==> src/rtl/cube_pkg.sv <==
// Shared definitions for the cube execute/write-back sequencer.
// Opcode A (MUL) is legal only when CUBE_MUL_EN is defined.
package cube_pkg;

  localparam int OP_W = 4;

  localparam logic [OP_W-1:0] OP_NOP  = 4'h0;
  localparam logic [OP_W-1:0] OP_LDI  = 4'h1;
  localparam logic [OP_W-1:0] OP_ADD  = 4'h2;
  localparam logic [OP_W-1:0] OP_SUB  = 4'h3;
  localparam logic [OP_W-1:0] OP_AND  = 4'h4;
  localparam logic [OP_W-1:0] OP_OR   = 4'h5;
  localparam logic [OP_W-1:0] OP_XOR  = 4'h6;
  localparam logic [OP_W-1:0] OP_SHL  = 4'h7;
  localparam logic [OP_W-1:0] OP_SHR  = 4'h8;
  localparam logic [OP_W-1:0] OP_MOV  = 4'h9;
  localparam logic [OP_W-1:0] OP_MUL  = 4'hA;
  localparam logic [OP_W-1:0] OP_HALT = 4'hF;

  typedef enum logic [2:0] {IDLE, RD, EX, WB, HALTED} state_t;

  // Instruction field LSBs: {op, dst, src0, src1}, each field ADDR_W wide except op
  function automatic int op_lsb(input int aw);
    return 3 * aw;
  endfunction
  function automatic int dst_lsb(input int aw);
    return 2 * aw;
  endfunction
  function automatic int src0_lsb(input int aw);
    return aw;
  endfunction
  function automatic int src1_lsb(input int aw);
    return 0;
  endfunction

  function automatic logic op_is_legal(input logic [OP_W-1:0] op);
    logic legal;
    legal = (op <= OP_MOV) || (op == OP_HALT);
`ifdef CUBE_MUL_EN
    legal = legal || (op == OP_MUL);
`endif
    return legal;
  endfunction

  function automatic logic op_writes(input logic [OP_W-1:0] op);
    logic wr;
    wr = (op >= OP_LDI) && (op <= OP_MOV);
`ifdef CUBE_MUL_EN
    wr = wr || (op == OP_MUL);
`endif
    return wr;
  endfunction

endpackage

==> src/rtl/cube_alu.sv <==
// Combinational ALU for the cube datapath: result, carry and flag-update qualifier.
// The multiplier exists only when CUBE_MUL_EN is defined.
module cube_alu import cube_pkg::*; #(
  parameter int DATA_W = 8
) (
  input  logic [OP_W-1:0]   op,
  input  logic [DATA_W-1:0] a,
  input  logic [DATA_W-1:0] b,
  output logic [DATA_W-1:0] result,
  output logic              cf,
  output logic              writes_flags
);

  logic [DATA_W:0] sum;
  logic [DATA_W:0] diff;

  assign sum  = {1'b0, a} + {1'b0, b};
  assign diff = {1'b0, a} - {1'b0, b};

`ifdef CUBE_MUL_EN
  logic [2*DATA_W-1:0] prod;
  assign prod = {{DATA_W{1'b0}}, a} * {{DATA_W{1'b0}}, b};
`endif

  always_comb begin
    result       = '0;
    cf           = 1'b0;
    writes_flags = 1'b0;
    case (op)
      OP_ADD: begin result = sum[DATA_W-1:0];  cf = sum[DATA_W];  writes_flags = 1'b1; end
      // Borrow out of the extended subtraction is exactly a < b
      OP_SUB: begin result = diff[DATA_W-1:0]; cf = diff[DATA_W]; writes_flags = 1'b1; end
      OP_AND: begin result = a & b; writes_flags = 1'b1; end
      OP_OR:  begin result = a | b; writes_flags = 1'b1; end
      OP_XOR: begin result = a ^ b; writes_flags = 1'b1; end
      OP_SHL: begin result = {a[DATA_W-2:0], 1'b0}; cf = a[DATA_W-1]; writes_flags = 1'b1; end
      OP_SHR: begin result = {1'b0, a[DATA_W-1:1]}; cf = a[0];        writes_flags = 1'b1; end
      OP_MOV: result = a;
`ifdef CUBE_MUL_EN
      OP_MUL: begin result = prod[DATA_W-1:0]; cf = |prod[2*DATA_W-1:DATA_W]; writes_flags = 1'b1; end
`endif
      default: ;
    endcase
  end

endmodule

==> src/rtl/exec_ctrl.sv <==
// Four-cycle execute/write-back sequencer (IDLE->RD->EX->WB) feeding the register file.
// Define CUBE_MUL_EN to make opcode A an 8x8 multiply; otherwise it is illegal.
module exec_ctrl import cube_pkg::*; #(
  parameter int DATA_W = 8,
  parameter int ADDR_W = 4
) (
  input  logic                    clk,
  input  logic                    rst,
  input  logic [OP_W+3*ADDR_W-1:0] instr,
  input  logic                    instr_valid,
  output logic                    instr_ready,
  output logic [ADDR_W-1:0]       src0,
  output logic [ADDR_W-1:0]       src1,
  input  logic [DATA_W-1:0]       data0,
  input  logic [DATA_W-1:0]       data1,
  output logic [ADDR_W-1:0]       dst,
  output logic                    we,
  output logic [DATA_W-1:0]       data,
  output logic                    zf,
  output logic                    cf,
  output logic                    illegal,
  output logic                    halted
);

  localparam int IW = OP_W + 3 * ADDR_W;

  state_t              state, state_nx;
  logic [IW-1:0]       ir;
  logic [OP_W-1:0]     ir_op;
  logic [DATA_W-1:0]   ir_imm;
  logic [DATA_W-1:0]   opa_p1, opb_p1;
  logic [DATA_W-1:0]   res_p2;
  logic [DATA_W-1:0]   alu_res;
  logic                alu_cf, alu_wf;

  assign ir_op  = ir[op_lsb(ADDR_W) +: OP_W];
  // LDI immediate overlays both source fields (DATA_W == 2*ADDR_W)
  assign ir_imm = ir[src1_lsb(ADDR_W) +: DATA_W];
  assign src0   = ir[src0_lsb(ADDR_W) +: ADDR_W];
  assign src1   = ir[src1_lsb(ADDR_W) +: ADDR_W];
  assign dst    = ir[dst_lsb(ADDR_W) +: ADDR_W];
  assign data   = res_p2;

  cube_alu #(.DATA_W(DATA_W)) u_alu (
    .op           (ir_op),
    .a            (opa_p1),
    .b            (opb_p1),
    .result       (alu_res),
    .cf           (alu_cf),
    .writes_flags (alu_wf)
  );

  always_ff @(posedge clk or posedge rst) begin
    if (rst) state <= IDLE;
    else     state <= state_nx;
  end

  always_comb begin
    state_nx = state;
    case (state)
      IDLE:    if (instr_valid) state_nx = RD;
      RD:      state_nx = EX;
      EX:      state_nx = (ir_op == OP_HALT) ? HALTED : WB;
      WB:      state_nx = IDLE;
      HALTED:  state_nx = HALTED;
      default: state_nx = IDLE;
    endcase
  end

  always_comb begin
    instr_ready = (state == IDLE);
    we          = (state == WB) && op_writes(ir_op);
    illegal     = (state == WB) && !op_is_legal(ir_op);
    halted      = (state == HALTED);
  end

  // Stage p0: instruction register; p2: result and flags at the EX->WB edge
  always_ff @(posedge clk or posedge rst) begin
    if (rst) begin
      ir     <= '0;
      res_p2 <= '0;
      zf     <= 1'b0;
      cf     <= 1'b0;
    end else begin
      if (state == IDLE && instr_valid) ir <= instr;
      if (state == EX) begin
        if (op_writes(ir_op)) res_p2 <= (ir_op == OP_LDI) ? ir_imm : alu_res;
        if (alu_wf) begin
          zf <= (alu_res == '0);
          cf <= alu_cf;
        end
      end
    end
  end

  // Stage p1: operand capture from the register file read port
  always_ff @(posedge clk) begin
    if (state == RD) begin
      opa_p1 <= data0;
      opb_p1 <= data1;
    end
  end

endmodule

==> config.mk <==
export PLATFORM = sky130hd
export DESIGN_NAME = exec_ctrl
export DESIGN_NICKNAME = d
export VERILOG_FILES = /design/src/rtl/cube_pkg.sv /design/src/rtl/cube_alu.sv /design/src/rtl/exec_ctrl.sv
export SDC_FILE = /design/constraint.sdc
export NUM_CORES = 1
export LEC_CHECK = 0
export BUFFER_PORTS_ARGS = -buffer_cell sky130_fd_sc_hd__clkbuf_2
export CAP_MARGIN = 20
export CORE_MARGIN = 1.5
export CORE_UTILIZATION = 30
export CTS_CLUSTER_DIAMETER = 100
export CTS_CLUSTER_SIZE = 16
export DETAILED_ROUTE_END_ITERATION = 7
export PLACE_DENSITY_LB_ADDON = 0.3
export SLEW_MARGIN = 30
export SYNTH_ARGS = -nofsm -noshare
export SYNTH_HDL_FRONTEND = slang
export SYNTH_SLANG_ARGS = --single-unit
export TNS_END_PERCENT = 30
==> constraint.sdc <==
create_clock -name clk -period 2.6 [get_ports clk]
set_clock_uncertainty 0.05 [all_clocks]
set_input_delay 0.39 -clock clk [delete_from_list [all_inputs] [get_ports clk]]
set_output_delay 0.39 -clock clk [all_outputs]
set_load 0.02 [all_outputs]
==> impl_metrics.toml, run 1 <==
[status]
status = "finished with violations"
failed_checks = "negative setup slack"

[pwr]
p_int_mw = 2.618
combinational_power_share_pct = 63.3
p_switching_mw = 2.387
p_sw_share_pct = 47.69
pwr-share-clk_pct = 9.2
share_seq_of_total_power_pct = 27.6
cellLeakagePower_nw = 1.786
irDropWorstVdd_v = 0.0004160
cellPowerDensity_nw_per_um2 = 1267

[critical_path]
worst_path_required_time_ns = 2.74
timing.reg2reg.setup_slack_ns = -0.04
path_cells = "buf_4, ha_4, buf_4, o21ba_1, or4_4, a211oi_2, o41ai_1, a311o_1, o221ai_1, o21ai_1"
critical_path_arrival_ns = 2.78
crit_type = "reg -> reg"
maximum_fanout_encountered_on_the_critical_timing_path = 3
reg2regPathDepth = 10
timing.rr.end = "data[7]"
startpoint_type = "flop"
cell_type_of_the_slowest_stage_on_the_worst_timing_path = "sky130_fd_sc_hd__or4_4"
cp_slowest_stage_delay_ns = 0.45
critPathMostFrequentCell = "sky130_fd_sc_hd__buf_4"
critPathCaptureType = "flop"
worst_r2r_startpoint = "opb_p1[0]"
crit_buf_inv = 2
path_delay_family = "compound AO/OA/AOI/OAI gates"

[route]
via_total_after_detailed_routing = 2791
viasPerCell = 5.084
first_pass_iters = 4
drt-initial-drc-count = 219
ant_nets_after_route = 0
drt_drc_violations_left = 0
route.detailed.wl_per_inst_um = 15.92
drt_wl_total_um = 8739

[layout]
fin_area_um2 = 3950
finalNonFillerCells = 549
seqCellArea_um2 = 1207
num_antenna_cells = 0
highest_count_cells_in_the_layout_ignoring_fill_and_taps = "60 x sky130_fd_sc_hd__clkbuf_2, 37 x sky130_fd_sc_hd__buf_4, 28 x sky130_fd_sc_hd__dfrtp_1, 25 x sky130_fd_sc_hd__nor2_1, 25 x sky130_fd_sc_hd__inv_1"
design.final.nets = 473
fillerInstances = 1024
drive_gt1_share_pct = 35.84
finalCoreUtilization_pct = 38.26
area_growth_pct = 23.95
most_common_library_cell_in_the_layout_ignoring_fill_and_taps = "sky130_fd_sc_hd__clkbuf_2"
multi_input_comb_area_um2 = 1800

[floorplan]
dieArea_um2 = 11250
floorplan.core_area_um2 = 10320
dieWidth_um = 106.1
starting_density_of_the_core_pct = 30.87
design.portCount = 61
die_height_um = 106.1
placement_rows = 37

[synthesis]
yosys_most_used_dff = "sky130_fd_sc_hd__dfrtp_1"
synth.lib_cells_used.distinct = 64
netlist_instances = 335
synth_seq_cells = 45
synth_sequential_area_ratio_pct = 37.85
yosysTopAreaCellShare_pct = 22.77
async_flop_share_pct = 64.44
synth.net_count = 396
yosys_warnings = 0
synth.area.top_cells = "sky130_fd_sc_hd__dfrtp_1 23%, sky130_fd_sc_hd__edfxtp_1 15%, sky130_fd_sc_hd__ha_1 9.4%"
postSynthAreaPerCell_um2 = 9.513
synth-edff-count = 16
synth.largest_area_cell = "sky130_fd_sc_hd__dfrtp_1"
syn-cell-area_um2 = 3187

[cts]
worst_skew_pair.late_latency_ns = 0.31
cts-root-buf = "sky130_fd_sc_hd__clkbuf_8"
tritoncts.num_buffers = 5
cts_hold_repair.buffers = 0
clkSinkCount = 45
cts.htree.levels = 2
clkTransAtPathRegs_ns = 0.09
tritoncts_clock_tree = "done"
cts.path.max_buffers = 2

[global_route]
grt_start_max_net_pins = 30
globalRoute.totalOverflow = 0
grt_pass1_vias = 2769
grt.total_usage_pct = 15.89
grt_antenna_before_repair = 0
grt_pass1_wl_um = 14150

[placed_design]
place_area_um2 = 3721
gp_congestion = 0.8841
numPortBuffers = 60
dp_hpwl_um = 6719
placedCellCount = 534

[timing]
fmaxAchievable_mhz = 378.3
post-route-min-period_ns = 2.644
final-max-slew-violation-count = 0
rsz0062_at_grt = "yes"
headroom_to_the_max_slew_limit_pct = 56.88
worst_slew_pin_slew_ns = 0.6468
setup_slack_ns = -0.04363
final.period_utilization_pct = 101.7
finalHoldViolCount = 0
setup_viol = 2

[hold_path]
hp-class = "in -> async"

[run]
timing.max_cap.violations = 0
==> state kept, by name (all words and copies together), names as in the netlist <==
register and cells:
ir 16, data 8, opa_p1 8, opb_p1 8, state 3, cf 1, zf 1
==> how the worst max path moves through the flow <==
stage                         start       to  slack (ns)  cells after the start
after CTS                 opa_p1[0]  data[6]       -0.04                     12
final                     opb_p1[0]  data[7]       -0.04                     10
after global routing      opa_p1[0]       zf       -0.15                     12
after floorplan           opa_p1[0]       zf        0.11                     11
after global placement    opa_p1[0]       zf       -0.14                     12
after detailed placement  opa_p1[0]       zf       -0.21                     12
==> Yosys cell counts (all sizes together), types with 3 or more instances <==
| library cell | n |
|---|---|
| nand2 | 24 |
| o2bb2ai | 3 |
| buf | 23 |
| nor2 | 25 |
| ha | 24 |
| a21oi | 15 |
| nor4 | 4 |
| edfxtp | 16 |
| nor2b | 5 |
| dfrtp | 29 |
| xnor2 | 3 |
| nand2b | 6 |
| and3 | 4 |
| mux2 | 14 |
| and2 | 6 |
| a22oi | 6 |
| o211ai | 4 |
| clkbuf | 4 |
| a21o | 3 |
| a31oi | 7 |
| a211oi | 7 |
| o21ai | 16 |
| mux2i | 4 |
| nand3 | 8 |
| nor3 | 5 |
| a2bb2oi | 5 |
| inv | 28 |
| o31ai | 3 |
==> power by group through the flow <==
stage	clock network, mW	registers [mW]	logic [mW]
floorplan	0	1.32	2.13
global placement	0	1.39	2.93
detailed placement	0	1.40	2.94
CTS	0.470	1.38	3.06
global route	0.494	1.44	3.46
finish	0.459	1.38	3.17
==> worst reg2reg max path, stage by stage, from the launching register on <==
cell and delay, ns:
sky130_fd_sc_hd__edfxtp_1 0.43, sky130_fd_sc_hd__buf_4 0.17, sky130_fd_sc_hd__ha_4 0.16, sky130_fd_sc_hd__buf_4 0.13
sky130_fd_sc_hd__o21ba_1 0.19, sky130_fd_sc_hd__or4_4 0.45, sky130_fd_sc_hd__a211oi_2 0.28, sky130_fd_sc_hd__o41ai_1 0.12
sky130_fd_sc_hd__a311o_1 0.32, sky130_fd_sc_hd__o221ai_1 0.15, sky130_fd_sc_hd__o21ai_1 0.08
==> cell families after synthesis <==
| family | share of synthesized area, % |
|---|---|
| and+or+nand+nor | 15.00 |
| AOI/OAI and AO/OA | 20.53 |
| buffers and inverters | 8.637 |
| DFF | 37.85 |
| adders and majority gates | 10.68 |
| muxes | 6.203 |
| xor gates and xnor gates | 1.100 |
==> area by class of cell <==
cell class / count / share of cell area (%)
Clock buffer: 6 / 1.837
Clock inverter: 2 / 0.3168
Inverter: 29 / 2.756
Multi-Input combinational cell: 234 / 45.58
Sequential cell: 45 / 30.57
Tap cell: 136 / 4.308
Timing Repair Buffer: 97 / 14.63
==> layer usage <==
layer	vias up	track usage (%)	wire length (um)
met1	1357	20.16	3841
met4	0	6.467	269
met3	20	2.330	332
met5	-	0	0
li1	1346	-	-
met2	68	27.04	4296
==> through the flow <==
step / TNS (ns) / worst slack [ns] / hold slack [ns] / power, mW
2_1_floorplan: 0 / 0.1106 / 0.4181 / 3.448
3_3_place_gp: -0.1894 / -0.1450 / 0.4079 / 4.315
3_5_place_dp: -0.2816 / -0.2057 / 0.4100 / 4.341
4_1_cts: -0.07601 / -0.03883 / 0.07713 / 4.905
5_1_grt: -0.3611 / -0.1511 / 0.1056 / 5.392
6_report: -0.07360 / -0.04363 / 0.07140 / 5.005
==> timing repair <==
action | 4_1_cts | 5_1_grt
gates resized for setup | 11 | 12
gates cloned | 0 | 0
buffers inserted | 3 | 4
endpoints found under the setup margin | 3 | 4
pin swaps | 5 | 12
(Power assumes the default switching activity.)
==> inputs of run 2 (changes only) <==
--- a/config.mk
+++ b/config.mk
@@ -9,10 +9,12 @@
 export CAP_MARGIN = 20
 export CORE_MARGIN = 1.5
 export CORE_UTILIZATION = 30
+export CTS_BUF_LIST = sky130_fd_sc_hd__clkbuf_8 sky130_fd_sc_hd__clkbuf_16
 export CTS_CLUSTER_DIAMETER = 100
 export CTS_CLUSTER_SIZE = 16
 export DETAILED_ROUTE_END_ITERATION = 7
 export PLACE_DENSITY_LB_ADDON = 0.3
+export REMOVE_ABC_BUFFERS = 1
 export SLEW_MARGIN = 30
 export SYNTH_ARGS = -nofsm -noshare
 export SYNTH_HDL_FRONTEND = slang
==> run 2 against run 1 <==
Worst hold slack worse by 0.013 ns. Sequential share of layout area decreased by 0.33 points. Wire length down 2.0%. Via count fell by 0.86%. Non-clock buffer count up 3. Highest routed layer unchanged. Register-to-register slack better by 0.06 ns. First-iteration DRC count shrank 12%. Critical path depth increased by 2. Total power grew 0.70%. Maximum frequency increased by 2.5%. The run now ends clean. Utilization grew 0.38 points. Global-route usage down 0.11 points.
==> impl_metrics.toml, run 2 (synthesis results as in run 1) <==
[status]
status = "completed"

[layout]
highest_count_cells_in_the_layout_ignoring_fill_and_taps = "60 x sky130_fd_sc_hd__clkbuf_2, 40 x sky130_fd_sc_hd__buf_4, 29 x sky130_fd_sc_hd__dfrtp_1, 25 x sky130_fd_sc_hd__nor2_1, 25 x sky130_fd_sc_hd__inv_1"
most_common_library_cell_in_the_layout_ignoring_fill_and_taps = "sky130_fd_sc_hd__clkbuf_2"
top_register = "ir"
num_antenna_cells = 0
fin_area_um2 = 3989
number_of_flip_flops_in_the_largest_register = 16
design.final.nets = 476
drive_gt1_share_pct = 36.78
area_growth_pct = 25.17
fillerInstances = 1061

[route]
drt_drc_violations_left = 0
drt-initial-drc-count = 192
viasPerCell = 5.013
drt_wl_total_um = 8560
ant_nets_after_route = 0
first_pass_iters = 4
route.detailed.wl_per_inst_um = 15.51
via_total_after_detailed_routing = 2767

[pwr]
p_int_mw = 2.657
total_power_mw = 5.040
p_sw_share_pct = 47.29
share_seq_of_total_power_pct = 26.1
p_switching_mw = 2.384
combinational_power_share_pct = 64.5
cellLeakagePower_nw = 1.802
pwr-share-clk_pct = 9.3
irDropWorstVdd_v = 0.0005693
cellPowerDensity_nw_per_um2 = 1264

[floorplan]
starting_density_of_the_core_pct = 30.87
design.portCount = 61
floorplan.core_area_um2 = 10320
die_height_um = 106.1
dieArea_um2 = 11250
dieWidth_um = 106.1
placement_rows = 37

[timing]
final.period_utilization_pct = 99.24
headroom_to_the_max_slew_limit_pct = 69.84
fmaxAchievable_mhz = 387.6
setup_viol = 0
finalHoldViolCount = 0
rsz0062_at_grt = "yes"
worst_slew_pin_slew_ns = 0.4483
post-route-min-period_ns = 2.580
setup_slack_ns = 0.01989
final-max-slew-violation-count = 0

[cts]
clkSinkCount = 45
cts.path.max_buffers = 2
cts.htree.levels = 2
tritoncts_clock_tree = "done"
clkTransAtPathRegs_ns = 0.10
cts-root-buf = "sky130_fd_sc_hd__clkbuf_8"
worst_skew_pair.late_latency_ns = 0.32
tritoncts.num_buffers = 5

[critical_path]
critical_path_arrival_ns = 2.75
worst_path_required_time_ns = 2.77
path_cells = "inv_2, ha_1, inv_1, fa_2, nor2b_4, o2111ai_2, a21oi_2, o311a_1, nor3_2, buf_4, nand2_1, o31ai_2"
timing.reg2reg.setup_slack_ns = 0.02
critPathCaptureType = "flop"
cp_slowest_stage_delay_ns = 0.44
maximum_fanout_encountered_on_the_critical_timing_path = 3
startpoint_type = "flop"
crit_type = "reg -> reg"
cell_type_of_the_slowest_stage_on_the_worst_timing_path = "sky130_fd_sc_hd__edfxtp_1"

[placed_design]
numPortBuffers = 60
gp_congestion = 0.8924
placement.setup.worst_slack_ns = -0.06039
dp_hpwl_um = 6549
place_area_um2 = 3759

[hold_path]
hp-class = "in -> async"

[global_route]
grt_pass1_wl_um = 14010
grt_pass1_vias = 2814
grt_antenna_before_repair = 0
globalRoute.totalOverflow = 0
grt_start_max_net_pins = 30
grt.total_usage_pct = 15.78

[run]
timing.max_cap.violations = 0
run 2: cell types whose count changed in the layout (fill, tap and decap cells not counted), sizes merged:
| cell | delta |
|---|---|
| buf | +3 |
| clkbuf | -1 |
| clkinv | +1 |
run 2: final timing paths:
check / end / cells after the start / start
min in group clk: opb_p1[1] / 1 / data1[1]
worst max-delay path: zf / 12 / opa_p1[0]
max in group asynchronous: zf / 3 / rst
worst min-delay path: ir[10] / 3 / rst
worst max register to register: zf / 12 / opa_p1[0]
worst min register to register: zf / 2 / zf
run 2: layer usage:
layer  track usage (%)  wire length, um  vias to the layer above  part of all wire [%]
met2             25.93             4132                       62                    48
li1                  -                -                     1354                     -
met1             20.78             3821                     1330                    45
met5                 0                0                        -                     0
met4             6.274              240                        0                   2.8
met3             2.452              366                       21                   4.3
run 2: layout make-up:
type	count	area [um^2]	share of cell area, %
Inverter	29	108.9	2.729
Timing Repair Buffer	100	600.6	15.06
Multi-Input combinational cell	234	1810	45.39
Clock buffer	5	68.82	1.725
Clock inverter	3	23.77	0.5960
Tap cell	136	170.2	4.266
Sequential cell	45	1206	30.24
run 2: worst max-delay path: cells and delay by family (launching register included):
family	cells	cell delay, ns
compound gates	4	0.90
buf+inv	3	0.27
simple gates	3	0.31
fa+ha+maj	2	0.50
flops	1	0.44
run 2: timing repair:
action | 4_1_cts | 5_1_grt
buffers inserted | 4 | 1
pin swaps | 4 | 13
cloned | 0 | 0
gates resized for setup | 4 | 20
setup endpoints to repair | 2 | 4
hold buffers | 0 | 0
run 2: stage by stage:
step,std cells,TNS (ns),utilization (%),hold WS [ns]
5_1_grt,552,-0.1522,38.64,0.09026
3_3_place_gp,539,-0.03597,36.41,0.4082
3_5_place_dp,539,-0.06039,36.41,0.4152
6_report,552,0,38.64,0.05827
4_1_cts,551,0,37.77,0.06063
2_1_floorplan,308,0,-,0.4181
run 2: power by group through the flow:
stage / logic, mW / clock network (mW) / registers [mW]
floorplan: 1.66 / 0 / 1.56
global placement: 3.02 / 0 / 1.32
detailed placement: 3.04 / 0 / 1.33
CTS: 3.11 / 0.498 / 1.32
global route: 3.58 / 0.519 / 1.37
finish: 3.25 / 0.471 / 1.32
==> inputs of run 3 (changes only) <==
--- a/config.mk
+++ b/config.mk
@@ -7,7 +7,7 @@
 export LEC_CHECK = 0
 export BUFFER_PORTS_ARGS = -buffer_cell sky130_fd_sc_hd__clkbuf_2
 export CAP_MARGIN = 20
-export CORE_MARGIN = 1.5
+export CORE_MARGIN = 3
 export CORE_UTILIZATION = 30
 export CTS_BUF_LIST = sky130_fd_sc_hd__clkbuf_8 sky130_fd_sc_hd__clkbuf_16
 export CTS_CLUSTER_DIAMETER = 100
==> constraint.sdc (replaced) <==
create_clock -name clk -period 2.55 [get_ports clk]
set_clock_uncertainty 0.05 [all_clocks]
set_input_delay 0.3825 -clock clk [delete_from_list [all_inputs] [get_ports clk]]
set_output_delay 0.3825 -clock clk [all_outputs]
set_load 0.02 [all_outputs]
==> run 3 against run 2 <==
The flow now finishes with violations (negative setup slack). Global-route usage down 0.89 points. Total power is 1.3% higher. Worst setup slack lost 0.039 ns. Sequential power up 3%. First-iteration DRC count fell by 29%. Sequential share of layout area rose by 0.30 points. Register-to-register slack got worse by 0.04 ns. Worst hold slack lost 0.012 ns. Critical path type unchanged.
==> impl_metrics.toml, run 3 (synthesis results as in run 1) <==
[status]
status = "finished with violations"
failed_checks = "negative setup slack"

[timing]
headroom_to_the_max_slew_limit_pct = 53.11
rsz0062_at_grt = "yes"
worst_slew_pin_slew_ns = 0.7034
setup_slack_ns = -0.01933
finalHoldViolCount = 0
final-max-slew-violation-count = 0
fmaxAchievable_mhz = 389.2
post-route-min-period_ns = 2.569
setup_viol = 1
final.period_utilization_pct = 100.8
hold_slack_ns = 0.04599

[layout]
most_common_library_cell_in_the_layout_ignoring_fill_and_taps = "sky130_fd_sc_hd__clkbuf_2"
fin_area_um2 = 3950
area_growth_pct = 23.95
num_antenna_cells = 0
highest_count_cells_in_the_layout_ignoring_fill_and_taps = "60 x sky130_fd_sc_hd__clkbuf_2, 36 x sky130_fd_sc_hd__buf_4, 29 x sky130_fd_sc_hd__dfrtp_1, 25 x sky130_fd_sc_hd__nor2_1"
top_register = "ir"
finalNonFillerCells = 546
design.final.nets = 473
number_of_flip_flops_in_the_largest_register = 16
fillerInstances = 1017
drive_gt1_share_pct = 35.59

[global_route]
grt_pass1_wl_um = 13880
grt.total_usage_pct = 14.89
grt_start_max_net_pins = 30
grt_pass1_vias = 2751
grt_antenna_before_repair = 0
globalRoute.totalOverflow = 0

[cts]
clkTransAtPathRegs_ns = 0.10
clkSinkCount = 45
tritoncts_clock_tree = "done"
worst_skew_pair.late_latency_ns = 0.31
cts_hold_repair.buffers = 0
cts-root-buf = "sky130_fd_sc_hd__clkbuf_8"
cts.htree.levels = 2
cts.path.max_buffers = 2
tritoncts.num_buffers = 5

[floorplan]
floorplan.core_area_um2 = 10040
dieArea_um2 = 11900
starting_density_of_the_core_pct = 31.73
placement_rows = 36
die_height_um = 109.1
design.portCount = 61
dieWidth_um = 109.1

[placed_design]
placedCellCount = 532
placement.setup.worst_slack_ns = -0.1907
numPortBuffers = 60
gp_congestion = 0.8743
dp_hpwl_um = 6629
place_area_um2 = 3725

[pwr]
irDropWorstVdd_v = 0.0005174
cellLeakagePower_nw = 1.788
total_power_mw = 5.104
cellPowerDensity_nw_per_um2 = 1292

[critical_path]
critical_path_arrival_ns = 2.75
startpoint_type = "flop"
worst_path_required_time_ns = 2.73
maximum_fanout_encountered_on_the_critical_timing_path = 3
crit_type = "reg -> reg"
critPathCaptureType = "flop"

[route]
drt_wl_total_um = 8704
via_total_after_detailed_routing = 2738
drt-initial-drc-count = 136
first_pass_iters = 5
viasPerCell = 5.015
route.detailed.wl_per_inst_um = 15.94
drt_drc_violations_left = 0
ant_nets_after_route = 0

[hold_path]
hp-class = "in -> async"

[run]
timing.max_cap.violations = 0
## run 3: path summary, 6_finish.rpt
check / slack, ns / startpoint / depth (start not counted) / to
worst max-delay path: -0.02 / opa_p1[0] / 11 / zf
worst min-delay path: 0.05 / rst / 3 / ir[10]
worst max register to register: -0.02 / opa_p1[0] / 11 / zf
worst min register to register: 0.46 / zf / 2 / zf
max in group asynchronous: 2.11 / rst / 3 / cf
min in group clk: 0.19 / data1[1] / 1 / opb_p1[1]
## run 3: layout make-up
cell class	count	area (um^2)	area share [%]
inverters	29	108.9	2.756
multi-input cells	234	1794	45.42
clock buffers	5	68.82	1.742
well taps	133	166.4	4.213
flip-flops and latches	45	1206	30.54
repair buffers	97	581.8	14.73
clock inverters	3	23.77	0.6018
## run 3: critical path, stage by stage, from the launching register on
cell                        delay, ns
sky130_fd_sc_hd__edfxtp_1        0.44
sky130_fd_sc_hd__inv_2           0.10
sky130_fd_sc_hd__ha_4            0.13
sky130_fd_sc_hd__inv_2           0.04
sky130_fd_sc_hd__fa_2            0.38
sky130_fd_sc_hd__nor2b_1         0.16
sky130_fd_sc_hd__o2111ai_2       0.21
sky130_fd_sc_hd__a21oi_2         0.09
sky130_fd_sc_hd__o311a_1         0.37
sky130_fd_sc_hd__nor3_2          0.22
sky130_fd_sc_hd__nand2_1         0.09
sky130_fd_sc_hd__o31ai_2         0.20
## run 3: metrics by stage
stage	util (%)	TNS, ns
floorplan	-	0
global placement	37.08	-0.2119
detailed placement	37.08	-0.3011
CTS	38.90	-0.01285
global route	39.32	-0.4024
finish	39.32	-0.01933
## run 3: per-layer routing
metal | routed length, um | up-vias | part of all wire (%) | track usage, %
met5 | 0 | - | 0 | 0
met4 | 33 | 0 | 0.38 | 3.336
met3 | 383 | 6 | 4.4 | 1.776
met2 | 4296 | 66 | 49 | 24.69
met1 | 3992 | 1315 | 46 | 20.75
li1 | - | 1351 | - | -
## run 3: timing repair
item	4_1_cts	5_1_grt
setup buffers	5	1
hold endpoints to repair	0	0
endpoints found under the setup margin	3	6
pin swaps	7	9
resized for setup	13	8
## run 3: report_power, final
part | switching, mW | internal, mW
combinational | 1.86 | 1.40
sequential | 0.287 | 1.08
clock | 0.285 | 0.199
